`src/rtl/plb_lookup_stage_mo.sv`:
```
// Multi-outstanding PLB lookup stage: in-order tag lookups, stall, flush with response draining, sticky error.
// Optional saturating hit/miss counters under `PLB_LOOKUP_PERF_CNT_EN; output path is registered (min latency 2).
package mpt_pkg;
  typedef enum logic [1:0] {
    MPT_WALKING_DO   = 2'd0,
    MPT_WALKING_SKIP = 2'd1,
    MPT_WALKING_DONE = 2'd2,
    MPT_WALKING_ERR  = 2'd3
  } mpt_walking_e;

  typedef struct packed {
    logic [5:0] SDID;
  } mmpt_t;

  typedef struct packed {
    mmpt_t        mmpt;
    logic [21:0]  spa;
    logic [1:0]   access_type;
    mpt_walking_e walking;
  } mptw_transaction_t;

  typedef struct packed {
    logic [5:0]  SDID;
    logic [21:0] spa;
    logic [1:0]  access_type;
  } plb_lookup_req_t;
endpackage

module plb_lookup_stage_mo
  import mpt_pkg::*;
#(
  parameter int PIPELINE_DATA_WIDTH = 32,
  parameter int MAX_OUTSTANDING     = 4,
  parameter int HIT_BIT             = 0,
  localparam int PLB_ADDR_WIDTH     = $bits(plb_lookup_req_t),
  localparam int PLB_DATA_WIDTH     = 8
) (
  input  logic                           clk_i,
  input  logic                           rst_i,
  input  logic                           s_valid_i,
  output logic                           s_ready_o,
  input  logic [PIPELINE_DATA_WIDTH-1:0] s_data_i,
  output logic                           m_valid_o,
  input  logic                           m_ready_i,
  output logic [PIPELINE_DATA_WIDTH-1:0] m_data_o,
  input  logic                           stall_i,
  input  logic                           flush_i,
  output logic                           busy_o,
  output logic                           err_o,
  output logic                           plb_cache_mem_req,
  input  logic                           plb_cache_mem_gnt,
  output logic [PLB_ADDR_WIDTH-1:0]      plb_cache_mem_addr,
  output logic                           plb_cache_mem_we,
  output logic [PLB_DATA_WIDTH-1:0]      plb_cache_mem_wdata,
  output logic [PLB_DATA_WIDTH/8-1:0]    plb_cache_mem_be,
  input  logic                           plb_cache_mem_valid,
  input  logic [PLB_DATA_WIDTH-1:0]      plb_cache_mem_rdata,
  output logic [31:0]                    hit_cnt_o,
  output logic [31:0]                    miss_cnt_o
);
  localparam int PW = (MAX_OUTSTANDING > 1) ? $clog2(MAX_OUTSTANDING) : 1;
  localparam int CW = $clog2(MAX_OUTSTANDING + 1);
  localparam int TW = $bits(mptw_transaction_t);

  typedef logic [PW-1:0] ptr_t;
  typedef logic [CW-1:0] cnt_t;

  mptw_transaction_t          r_txq [MAX_OUTSTANDING];
  logic [MAX_OUTSTANDING-1:0] r_hq;
  ptr_t r_tx_wp, r_tx_rp, r_hq_wp, r_hq_rp;
  cnt_t r_occ, r_hq_cnt, r_discard;
  logic r_err;

  mptw_transaction_t w_s_txn, w_out;
  plb_lookup_req_t   w_lookup;
  cnt_t w_pend;
  logic w_can_issue, w_accept, w_pop, w_tx_ne, w_hq_ne;
  logic w_rsp_drop, w_rsp_err, w_rsp_keep;
  logic w_unused_rdata;

  function automatic ptr_t ptr_inc(input ptr_t p);
    return (p == ptr_t'(MAX_OUTSTANDING - 1)) ? '0 : p + 1'b1;
  endfunction

  assign w_s_txn              = mptw_transaction_t'(s_data_i[TW-1:0]);
  assign w_lookup.SDID        = w_s_txn.mmpt.SDID;
  assign w_lookup.spa         = w_s_txn.spa;
  assign w_lookup.access_type = w_s_txn.access_type;

  assign w_pend      = r_occ - r_hq_cnt;
  assign w_tx_ne     = (r_occ != '0);
  assign w_hq_ne     = (r_hq_cnt != '0);
  assign w_can_issue = ~rst_i & ~stall_i & ~flush_i & (r_discard == '0)
                     & (r_occ < cnt_t'(MAX_OUTSTANDING));

  assign plb_cache_mem_req   = s_valid_i & w_can_issue;
  assign plb_cache_mem_addr  = plb_cache_mem_req ? w_lookup : '0;
  assign plb_cache_mem_we    = 1'b0;
  assign plb_cache_mem_wdata = '0;
  assign plb_cache_mem_be    = '0;
  assign s_ready_o           = w_can_issue & plb_cache_mem_gnt;
  assign w_accept            = plb_cache_mem_req & plb_cache_mem_gnt;

  assign w_rsp_drop = plb_cache_mem_valid & (r_discard != '0);
  assign w_rsp_err  = plb_cache_mem_valid & (r_discard == '0) & (w_pend == '0);
  assign w_rsp_keep = plb_cache_mem_valid & (r_discard == '0) & (w_pend != '0);
  assign w_unused_rdata = &{1'b0, plb_cache_mem_rdata};

  assign m_valid_o = w_tx_ne & w_hq_ne & ~stall_i & ~flush_i;
  assign w_pop     = m_valid_o & m_ready_i;

  always_comb begin
    w_out         = r_txq[r_tx_rp];
    w_out.walking = r_hq[r_hq_rp] ? MPT_WALKING_SKIP : MPT_WALKING_DO;
    if (!(w_tx_ne && w_hq_ne)) w_out = '0;
  end

  assign m_data_o = PIPELINE_DATA_WIDTH'(w_out);
  assign busy_o   = w_tx_ne | (r_discard != '0);
  assign err_o    = r_err;

  // Storage needs no reset: occupancy counters alone define validity.
  always_ff @(posedge clk_i) begin
    if (w_accept) r_txq[r_tx_wp] <= w_s_txn;
    if (w_rsp_keep && !flush_i) r_hq[r_hq_wp] <= plb_cache_mem_rdata[HIT_BIT];
  end

  always_ff @(posedge clk_i or posedge rst_i) begin
    if (rst_i) begin
      r_tx_wp   <= '0;
      r_tx_rp   <= '0;
      r_hq_wp   <= '0;
      r_hq_rp   <= '0;
      r_occ     <= '0;
      r_hq_cnt  <= '0;
      r_discard <= '0;
      r_err     <= 1'b0;
    end else begin
      if (w_rsp_err) r_err <= 1'b1;
      if (flush_i) begin
        r_tx_wp  <= '0;
        r_tx_rp  <= '0;
        r_hq_wp  <= '0;
        r_hq_rp  <= '0;
        r_occ    <= '0;
        r_hq_cnt <= '0;
        // A response landing in the flush cycle already answers one of the pending lookups.
        r_discard <= r_discard + w_pend - cnt_t'(w_rsp_drop | w_rsp_keep);
      end else begin
        if (w_accept)   r_tx_wp <= ptr_inc(r_tx_wp);
        if (w_rsp_keep) r_hq_wp <= ptr_inc(r_hq_wp);
        if (w_pop) begin
          r_tx_rp <= ptr_inc(r_tx_rp);
          r_hq_rp <= ptr_inc(r_hq_rp);
        end
        r_occ    <= r_occ + cnt_t'(w_accept) - cnt_t'(w_pop);
        r_hq_cnt <= r_hq_cnt + cnt_t'(w_rsp_keep) - cnt_t'(w_pop);
        if (w_rsp_drop) r_discard <= r_discard - 1'b1;
      end
    end
  end

`ifdef PLB_LOOKUP_PERF_CNT_EN
  logic [31:0] r_hit_cnt, r_miss_cnt;

  always_ff @(posedge clk_i or posedge rst_i) begin
    if (rst_i) begin
      r_hit_cnt  <= '0;
      r_miss_cnt <= '0;
    end else if (w_pop) begin
      if (w_out.walking == MPT_WALKING_SKIP) begin
        if (r_hit_cnt != '1) r_hit_cnt <= r_hit_cnt + 1'b1;
      end else begin
        if (r_miss_cnt != '1) r_miss_cnt <= r_miss_cnt + 1'b1;
      end
    end
  end

  assign hit_cnt_o  = r_hit_cnt;
  assign miss_cnt_o = r_miss_cnt;
`else
  assign hit_cnt_o  = '0;
  assign miss_cnt_o = '0;
`endif

endmodule

```
`config.mk`:
```
export PLATFORM = sky130hd
export DESIGN_NAME = plb_lookup_stage_mo
export DESIGN_NICKNAME = d
export VERILOG_FILES = /design/src/rtl/plb_lookup_stage_mo.sv
export SDC_FILE = /design/constraint.sdc
export NUM_CORES = 1
export LEC_CHECK = 0
export ABC_CLOCK_PERIOD_IN_PS = 3100
export BUFFER_PORTS_ARGS = -buffer_cell sky130_fd_sc_hd__buf_4
export CAP_MARGIN = 20
export CORE_MARGIN = 2
export CORE_UTILIZATION = 25
export DETAILED_ROUTE_END_ITERATION = 6
export PLACE_DENSITY = 0.42
export SLEW_MARGIN = 20
export SYNTH_ARGS = -nofsm -noshare
export SYNTH_HDL_FRONTEND = slang
export SYNTH_SLANG_ARGS = --single-unit
export TNS_END_PERCENT = 5
```
`constraint.sdc`:
```
create_clock -name clk_i -period 3.1 [get_ports clk_i]
set_input_delay 0.62 -clock clk_i [delete_from_list [all_inputs] [get_ports clk_i]]
set_output_delay 0.62 -clock clk_i [all_outputs]
set_load 0.02 [all_outputs]
```
Yosys cells after proc, flatten, opt, wreduce, memory -nomap -nowiden
Memory sizes are Yosys's and may differ from the RTL's. Index checks and enable logic that the tools add are counted.

Latch bits: 0. Input port bits: 48. Bits in writable memories: 128. Memory bits (read-only): 0. Memories kept: 1. Output and inout port bits: 141. Word-level logic and storage cells: 90. Register bits after elaboration: 22.

Memories: r_txq (depth 4, bits a word 32, rd ports 1, clocked after Yosys merged registers in 0, write ports 1, RTL line 68) `mptw_transaction_t r_txq [MAX_OUTSTANDING];`.

Magnitude comparators: 4. Divide/modulo/power cells: 0. $mul: 0. Reduce and logical (&&, ||, !) cells: 14. Shifts and indexed selects: 0. Bitwise operators: 20. Multiplexer cells: 26. Add/subtract/negate cells: 12. Eq/ne operators: 4.

Operators by type and width (number): $mux W32 (1); $mux W30 (1); $mux W2 (12); $and A1 B1 Y1 (15); $mux W3 (4); $reduce_bool A3 Y1 (4); $sub A3 B1 Y3 (3); $add A2 B1 Y2 const B (4); $eq A2 B2 Y1 const B (4); $reduce_bool A2 Y1 (4); $add A3 B1 Y3 (2); $logic_not A3 Y1 (2); $lt A2 B3 Y1 const B (2); $mux W1 (5); $bwmux W4 (1); $add A3 B3 Y3 (1); $logic_and A1 B1 Y1 (3); $lt A3 B3 Y1 const B (1); $not A1 Y1 (3); $sub A3 B1 Y3 const B (1); $sub A3 B3 Y3 (1); $bmux W1 S2 (1); $demux W1 S2 (1); $ge A2 B1 Y1 const B (1); 2 further kinds (3).

Longest topological paths before layout
Depth in word-level cells: 10. Gate-level depth with buffers: 14.

Worst setup path before layout
No wires, ideal clock.

Kind: register to register. From: register r_occ[0]. To: register r_discard[2]. Library setup time: 0.128 ns. Data required time: 2.972 ns. Path slack: -0.012 ns. Path buffers: 0. Arrival time: 2.983 ns. Clock period less this slack: 3.112 ns. Cell stages (with the launch flop): 15. Path through: dfrtp_1 -> inv_1 -> ha_1 -> fa_1 -> xnor3_1 -> a311o_1 -> nand2_1 -> ha_1 -> inv_1 -> ha_1 -> fa_1 -> xnor2_1 -> xnor2_1 -> mux2i_1 -> xor2_1.

Longest elaborated chain between the ends: 6.

RTL lines: start, declared (RTL line 71) `cnt_t r_occ, r_hq_cnt, r_discard;`; start signal, assigned (RTL line 156) `r_occ <= r_occ + cnt_t'(w_accept) - cnt_t'(w_pop);`; $sub A3 B3 Y3 (*) (RTL line 90) `assign w_pend = r_occ - r_hq_cnt;`; branches (longest 3 deep; another with $add A3 B3 Y3); $sub A3 B1 Y3 (*) (RTL line 148) `r_discard <= r_discard + w_pend - cnt_t'(w_rsp_drop | w_rsp_keep);`; $mux W3 (*) (RTL line 140) `if (flush_i) begin`; end signal, assigned (RTL line 148); end signal, assigned (RTL line 158) `if (w_rsp_drop) r_discard <= r_discard - 1'b1;`; end, declared (RTL line 71).

Mark *: on every way between the ends. A chain may end at the register's enable or synchronous reset.

Worst setup path in the final report
From: register r_hq_cnt[0]. To: register r_discard[2].

Longest elaborated chain between the ends: 6.

RTL lines: start, declared (RTL line 71); start signal, assigned (RTL line 157) `r_hq_cnt <= r_hq_cnt + cnt_t'(w_rsp_keep) - cnt_t'(w_pop);`; $sub A3 B3 Y3 (*) (RTL line 90); branches (longest 3 deep; another with $add A3 B3 Y3); $sub A3 B1 Y3 (*) (RTL line 148); $mux W3 (*) (RTL line 140).

Marked as above.

==> run summary <==
Total power: 4.771 mW
Xor and xnor area share after synthesis: 2.157%
Mux cell area share after synthesis: 11.14%
Peak Freq: 334.0 MHz
Most frequent cells in the layout: edfxtp_1 (124), buf_4 (116), conb_1 (75)
Share of post-route cells with drive strength above 1: 35.12%
CP arrival: 3.29 ns
Post-synthesis adder-cell area fraction: 4.351%
Post-route insts no fill: 919
Worst Setup Path Type: reg -> reg
Die ar.: 28240 µm²
Port-buffer cells: 104
Layout Nets: 634
Area of the core: 26730 µm²
Internal reg-to-reg setup slack: 0.11 ns
Compound-Gate Fraction of Synth Area: 0.4463%
Routed Antenna Nets: 0
Relative slew slack: 48.83%
Largest family of logic cells by synthesized area: multiplexers
Total grt overflow: 0
Seq cells post-synth: 142
Cell area after layout: 8551 µm²
Fin. Hold Viols: 0
Hold Crit Class: in -> async
Global-route wire length before repair: 22110 µm
Worst vdd ir: 288.1 µV
Die Wd: 168.1 µm
Gr usage total: 10.58%
Crit start category: flip-flop
Worst r2r src: r_hq_cnt[0]$_DFF_PP0_
Run status: complete, no violations
Initial antenna violation count: 0
Worst-path fanout max: 3
Crit Reg-Reg Endpoint: r_discard[2]$_DFFE_PP0P_
Iter 0 DRT Violations: 129
Fill count: 2678
Synth warn: 0
Vias in the first global route: 3835
Routed via count: 3642
Synth top area cells: edfxtp_1 (55%), mux4_2 (10%), buf_4 (8.4%)
Initial Util: 25.18%
Clk Latency, worst-skew pair: 0.41 ns
Hold Slack: 0.3553 ns
Worst Reg-to-Reg Cells: 13
I/O Pins: 189
Root buffer cell: clkbuf_16
Leak: 3.366 nW
Synth-to-layout area growth: 27.07%
Final Slew Violations: 0
Place WS: 0.05414 ns
P per Cell Area: 557.9 nW/µm²
Clock buffer count from CTS: 17
Remaining DRCs: 0
Final period util: 96.58%
Synth Area in Simple Gates: 9.446%
Clock H-tree levels: 4
Yosys top cell by area: edfxtp_1
Max Root-Sink Buffers: 2
Post-DR wirelength/cell: 15.95 µm
Synthesized cell area: 6729 µm²
Routability Congestion: 0.7174
Crit path required time: 3.40 ns
Commonest non-fill, non-tap cell in the layout: edfxtp_1
Routed vias/inst: 3.963
Worst Max-Slew Pin Slew: 0.7666 ns
Post-synthesis sequential area ratio: 62.03%
Yosys top cell area share: 55.34%
Setup Viol. Count Final: 0
Hold-fix buffer count after cts: 0
Tmin final: 2.994 ns
Sinks on Clock Net: 142
TritonCTS clock tree: built
Final WS setup: 0.1059 ns
Maximum number of pins on one net before global-route repair: 33
Num rows: 60
Distinct cells, synth: 33
Critical path endpoint category: flip-flop
HPWL after detailed placement: 9448 µm
Post-synthesis instance total: 438
Antenna Cells: 0
CTS clock-pin slew for the worst setup and hold paths: 0.06 ns
Placed Area: 7880 µm²
Syn Area/Cell: 15.36 µm²
Height of the die: 168.1 µm
Max-cap violation count: 0
Dpl cells: 884
Final Skew: 0.009031 ns
Drt total wl: 14660 µm
1st-pass router iterations: 4
worst max-delay path: stages, from the launching register on:
cell and delay, ns:
dfrtp_1 0.41, ha_2 0.19, fa_1 0.36, xnor3_1 0.24
a311o_1 0.20, nand2_1 0.06, ha_1 0.27, inv_1 0.04
ha_2 0.17, fa_2 0.38, xnor2_2 0.17, xnor2_1 0.13
mux2i_1 0.10, xor2_1 0.17
flip-flops by register name, indices dropped and copies added, names as in the netlist:
name       cells
r_discard      3
r_occ          3
r_hq_wp        2
r_txq        120
r_hq_rp        2
r_hq_cnt       3
err_o          1
r_tx_rp        2
r_hq           4
r_tx_wp        2
metal layers:
layer / vias up / GRT usage, % / part of all wire (%)
met4: 0 / 3.561 / 1.5
met5: - / 0 / 0
li1: 1694 / - / -
met2: 97 / 18.15 / 50
met3: 14 / 2.750 / 4.5
met1: 1837 / 13.01 / 44
cell families (layout without fill, tap and decap cells):
| group | Yosys count | in the layout |
|---|---|---|
| other cells | 1 | 75 |
| compound gates | 4 | 4 |
| fa+ha+maj | 21 | 21 |
| mux | 36 | 36 |
| buf+inv | 110 | 176 |
| simple gates | 109 | 109 |
| xor+xnor | 15 | 15 |
| flops | 142 | 142 |
cell type report:
cell class	instances	area (µm²)	area share, %
Timing Repair Buffer	127	1091	12.76
Inverter	17	63.81	0.7463
Clock inverter	14	203.9	2.385
Multi-Input combinational cell	260	2160	25.26
Sequential cell	142	4177	48.84
Clock buffer	18	429.2	5.019
Tap cell	341	426.7	4.990
worst max path at each step:
stage | from | to | slack, ns | depth (start not counted)
6_report | r_hq_cnt[0]$_DFF_PP0_ | r_discard[2]$_DFFE_PP0P_ | 0.11 | 13
5_1_grt | r_hq_cnt[0]$_DFF_PP0_ | r_discard[2]$_DFFE_PP0P_ | -0.04 | 13
4_1_cts | r_occ[0]$_DFF_PP0_ | r_discard[2]$_DFFE_PP0P_ | 0.03 | 14
3_5_place_dp | r_occ[0]$_DFF_PP0_ | r_discard[2]$_DFFE_PP0P_ | 0.05 | 14
3_3_place_gp | r_occ[0]$_DFF_PP0_ | r_discard[2]$_DFFE_PP0P_ | 0.06 | 14
2_1_floorplan | r_occ[0]$_DFF_PP0_ | r_discard[2]$_DFFE_PP0P_ | 0.01 | 14
metrics by stage:
| stage | utilization (%) | setup TNS (ns) |
|---|---|---|
| after global placement | 29.49 | 0 |
| after global routing | 31.99 | -0.03738 |
| after detailed placement | 29.49 | 0 |
| after CTS | 31.85 | 0 |
| after floorplan | - | 0 |
| final | 31.99 | 0 |
Yosys cell counts:
cell and number:
a21oi_1 1, a311o_1 1, a41o_1 1, and2_1 10
and3_1 31, buf_2 3, buf_4 75, clkbuf_1 15
conb_1 1, dfrtp_1 18, edfxtp_1 124, fa_1 4
ha_1 17, inv_1 17, mux2_2 1, mux2i_1 4
mux4_2 31, nand2_1 7, nand2b_1 1, nand3_1 1
nor2_1 13, nor2b_1 34, nor3_1 4, nor4_1 2
nor4_2 1, nor4b_1 1, o21ai_0 1, or2_2 1
or3_1 2, or4_1 1, xnor2_1 11, xnor3_1 1
xor2_1 3
power breakdown:
part	leakage [nW]	total, mW	switching (mW)	internal [mW]
combinational	1.71	0.468	0.282	0.186
clock	0.304	2.18	0.813	1.36
sequential	1.35	2.13	0.0149	2.11
total	3.37	4.77	1.11	3.66
repair_timing:
item,4_1_cts,5_1_grt
endpoints found under the setup margin,0,1
setup buffers,0,3
resized for setup,0,4
(Power assumes the default switching activity.)
